File: src/rtl/mwc_timeout_counter.sv
// mwc_timeout_counter: counts idle armed cycles, expired when TIMEOUT-1 is reached
module mwc_timeout_counter #(
    parameter int TIMEOUT = 1024
) (
    input  logic clk,
    input  logic reset,
    input  logic clr_i,
    input  logic en_i,
    output logic expired_o
);
    localparam int CW = $clog2(TIMEOUT);
    logic [CW-1:0] cnt_q, cnt_d;
    assign cnt_d = clr_i ? '0 : en_i ? cnt_q + CW'(1) : cnt_q;
    assign expired_o = cnt_q == CW'(TIMEOUT - 1);
    always_ff @(posedge clk or posedge reset)
        if (reset) cnt_q <= '0;
        else cnt_q <= cnt_d;
endmodule

File: config.mk
export PLATFORM = sky130hd
export DESIGN_NAME = mwc_timeout_counter
export DESIGN_NICKNAME = d
export VERILOG_FILES = /design/src/rtl/mwc_timeout_counter.sv
export SDC_FILE = /design/constraint.sdc
export NUM_CORES = 1
export LEC_CHECK = 0
export CORE_AREA = 2 2 39 41
export DETAILED_ROUTE_END_ITERATION = 10
export DIE_AREA = 0 0 41 43
export REMOVE_ABC_BUFFERS = 1
export SKIP_LAST_GASP = 1
export SLEW_MARGIN = 15
export SYNTH_ARGS = -nofsm -noshare
export SYNTH_HDL_FRONTEND = slang
export SYNTH_SLANG_ARGS = --single-unit
export TNS_END_PERCENT = 10
File: constraint.sdc
create_clock -name clk -period 1.6 [get_ports clk]
set_input_delay 0.16 -clock clk [delete_from_list [all_inputs] [get_ports clk]]
set_output_delay 0.16 -clock clk [all_outputs]
set_load 0.02 [all_outputs]
* Yosys cells after proc, flatten, opt, wreduce, memory -nomap -nowiden
Cells that the tools add are included.
** Word-level totals
- Register bits after elaboration :: 10
- Input port bits :: 4
- Output and inout bits :: 1
** Cells by class
- $add $sub $neg :: 1
- Equal/unequal tests :: 1
- Multiplexer cells :: 2
- Reduce and logical (&&, ||, !) cells :: 1
** Operator list (count)
- $mux W10 :: 2
- $add A10 B1 Y10 const B :: 1
- $eq A10 B10 Y1 const B :: 1
- $reduce_bool A2 Y1 :: 1

* Logic depth before layout (Yosys ltp)
- Depth in word-level cells :: 3
- Gate-level depth with buffers :: 4

* Worst setup path before layout
Ideal clock, no wire load.
- Kind :: register -> register
- Start point :: reg cnt_q[0]
- End point :: reg cnt_q[6]
- Setup time :: 0.078 ns
- Arrival time :: 1.272 ns
- Setup slack :: 0.250 ns
- Stages on the path, launching flop included :: 5
- Buffers on the path :: 0
- Clock period less this slack :: 1.350 ns
- Path through :: dfrtp_1 ha_1 o2111ai_1 or3_1 a21oi_1
** Between the ends
- Cells in the longest elaborated chain, start to end :: 3
** Ends and longest elaborated chain
- from (decl) :: line 12 : logic [CW-1:0] cnt_q, cnt_d;
- from (signal assigned) :: line 17 : else cnt_q <= cnt_d;
- $add A10 B1 Y10 :: line 13 : assign cnt_d = clr_i ? '0 : en_i ? cnt_q + CW'(1) : cnt_q;
- $mux W10 (2 in a row) :: line 13
Every way passes these cells. The select of a mux whose other input is x is not followed.
A chain may end at the register's enable or synchronous reset.

* Final worst setup path
Ends and elaborated chain as after synthesis.

==> impl_metrics.tcl <==
set metrics [dict create \
    cts_tree "built" \
    cp_cell_sequence "ha_1 -> buf_4 -> o2111ai_1 -> or3_1 -> a21oi_1" \
    fin_total_pwr_mw 0.492 \
    outcome "finished clean" \
    drc_errors 0 \
    antennaDiodeCount 0 \
    cp.arrival_ns 1.70 \
    finalMaxSlewViolations 0 \
    setup_viol_count_final 0 \
    worstPathMaxFanout 5 \
    drt-total-wl_um 1050 \
    clk_latency_ns 0.27 \
    antenna_found_initial 0 \
    r2r-start "cnt_q[0]$_DFFE_PP0P_" \
    largest_registers "cnt_q (10)" \
    vias_per_cell 5.44 \
    grt_pass1_wl_um 1800 \
    rows 14 \
    synthCells 52 \
    clockBufferDepth 2 \
    syn-cell-area_um2 508 \
    crit_type "reg2reg" \
    vdd_drop_max_uv 431 \
    internal-power_mw 0.373 \
    regMostFlops "cnt_q" \
    detailed_place_hpwl_um 845 \
    grt-ovfl-total 0 \
    post-cts-setup-buffers 0 \
    fp.dieW_um 41 \
    final_hold_viol_count 0 \
    endpoint_kind "flip-flop" \
    grt_pass1_vias 450 \
    fin_ws_ns 0.100 \
    die_h_um 43 \
    critPathLaunchType "flip-flop" \
    swShare_pct 24.4 \
    crit_slowest_cell "or3_1" \
    nNetsFinal 73 \
    drt_iter0_markers 4 \
    fp.dieArea_um2 1760 \
    p_clk_share_pct 36.0 \
    worstPathRequired_ns 1.80 \
    largest_reg_flops 10 \
    combPwrFrac_pct 10.9 \
    pwr-share-seq_pct 53.1 \
    start_util_pct 36.7 \
    coreArea_um2 1380 \
    power.leakage_nw 0.286 \
    avgRoutedWirePerCell_um 12.9 \
    clk_pin_slew_worst_paths_ns 0.06 \
    drive_above_1_share_pct 22.7 \
    worst_pin_slew_ns 0.398 \
    min_path_type "in2async" \
    num_vias 446 \
    grt_max_degree 11 \
    startpoint "cnt_q[0]$_DFFE_PP0P_" \
    gp_congestion 0.715 \
    yosysWarningCount 0 \
    gr-usage-all-layers_pct 15.6 \
    slowest_delay_ns 0.40 \
    cts_made_buffers 3 \
    area_growth_pct 26.8 \
    ant_nets 0 \
    grt_setup_unrepaired "true" \
    clock_sinks 10 \
    firstDrtPassIters 4 \
    io_buffers 4 \
    post-place-ws_ns -0.0175 \
    maxCapViolCount 0 \
    cts_root_buffer "clkbuf_4" \
    syn_avg_cell_area_um2 9.77 \
    synthDistinctLibCells 23 \
    holdWs_ns 0.159 \
    finalCritPeriodShare_pct 93.7 \
    p_per_area_nw_per_um2 764 \
    cts_hold_buf 0 \
    layout_min_cycle_time_ns 1.50 \
    maxSlewHeadroom_pct 73.4 \
    io_pins 5 \
    fmax_ghz 0.667 \
    clock_skew_ns 0.00381 \
    ys_seq_elements 10 \
    htree_num_levels 1 \
    power.switching_mw 0.120 \
    final_core_util_pct 46.6 \
    seq_area_frac_synth_pct 49.3 \
]
## cell type report
class	instances	area (um^2)
fill	134	739
inverter	3	11.3
tap	16	20.0
timing repair buffer	13	103
clock buffer	3	22.5
sequential	10	250
multi-input combinational	37	238
## power by group through the flow
stage	Clock, mW	Sequential (mW)	Combinational, mW
after CTS	0.180	0.262	0.0546
after global placement	0	0.266	0.0528
final	0.177	0.262	0.0537
after detailed placement	0	0.266	0.0552
after global routing	0.184	0.262	0.0594
after floorplan	0	0.268	0.0172
## synthesized netlist by cell type, drive strengths merged
cell     instances  area, um^2
nand3            1        5.00
mux2i            1        10.0
or3              2        12.5
nor2             7        26.3
ha               1        12.5
nor4             1        6.26
mux2             1        11.3
xnor2            2        17.5
inv              3        11.3
buf              2        8.75
o21ai            2        10.0
nor3             1        5.00
xor2             2        17.5
or4              2        15.0
nand2            2        7.51
dfrtp           10         250
o2111ai          1        8.76
nor2b            1        6.26
a21oi            4        20.0
nand4            4        31.3
o31ai            2        15.0
## cell usage in the layout (no fill, tap or decap)
cell	Yosys	routed
clkbuf_4	0	3
xor2_1	2	2
buf_4	0	9
or4_1	2	2
o31ai_1	2	2
nor4_1	1	1
o2111ai_1	1	1
o21ai_0	2	2
nand4_1	3	3
nor3_1	1	1
dfrtp_1	10	10
nand3_1	1	1
buf_2	1	1
mux2i_1	1	1
a21oi_1	4	4
xnor2_1	2	2
nor2_1	7	7
nor2b_1	1	1
nand2_1	2	2
or3_1	2	2
clkdlybuf4s50_1	0	3
nand4_2	1	1
inv_1	3	3
mux2_2	1	1
ha_1	1	1
## per-stage QoR
stage          setup TNS, ns  cells  area (um^2)
2_1_floorplan              0     50          499
3_3_place_gp         -0.0165     79          627
3_5_place_dp         -0.0249     79          627
4_1_cts                    0     82          651
5_1_grt              -0.0466     82          644
6_report                   0     82          644
## worst max-delay path: cells and delay by family (launching register included)
family	cells	cell delay [ns]
fa+ha+maj	1	0.18
compound gates	2	0.36
flops	1	0.36
simple gates	1	0.40
buf+inv	1	0.12
## what timing repair did
| item | CTS | global route |
|---|---|---|
| endpoints found under the setup margin | 1 | 3 |
| endpoints found under the hold margin | 0 | 0 |
| resized for setup | 4 | 1 |
## layer usage
metal	wire length, um	GRT usage, %	share of wire [%]
met1	437	17.3	41
met2	552	25.3	52
met3	30	3.14	2.8
met4	34	10.0	3.2
met5	0	0	0
## logic make-up after synthesis
family	share of synthesized area [%]
AND/OR/NAND/NOR	22.7
flip-flops	49.3
AO/OA/AOI/OAI	10.6
buffers and inverters	3.94
XOR/XNOR	6.90
multiplexers	4.19
adder cells (fa/ha/maj)	2.46
## path summary, 6_finish.rpt
path / to / slack [ns] / cells past startpoint
max: cnt_q[6]$_DFFE_PP0P_ / 0.10 / 5
min: cnt_q[0]$_DFFE_PP0P_ / 0.16 / 2
max reg2reg: cnt_q[6]$_DFFE_PP0P_ / 0.10 / 5
min reg2reg: cnt_q[7]$_DFFE_PP0P_ / 0.55 / 2
max in group asynchronous: cnt_q[9]$_DFFE_PP0P_ / 1.16 / 2
min in group clk: cnt_q[7]$_DFFE_PP0P_ / 0.55 / 2
Note: power is estimated with default switching activity, not from simulation.
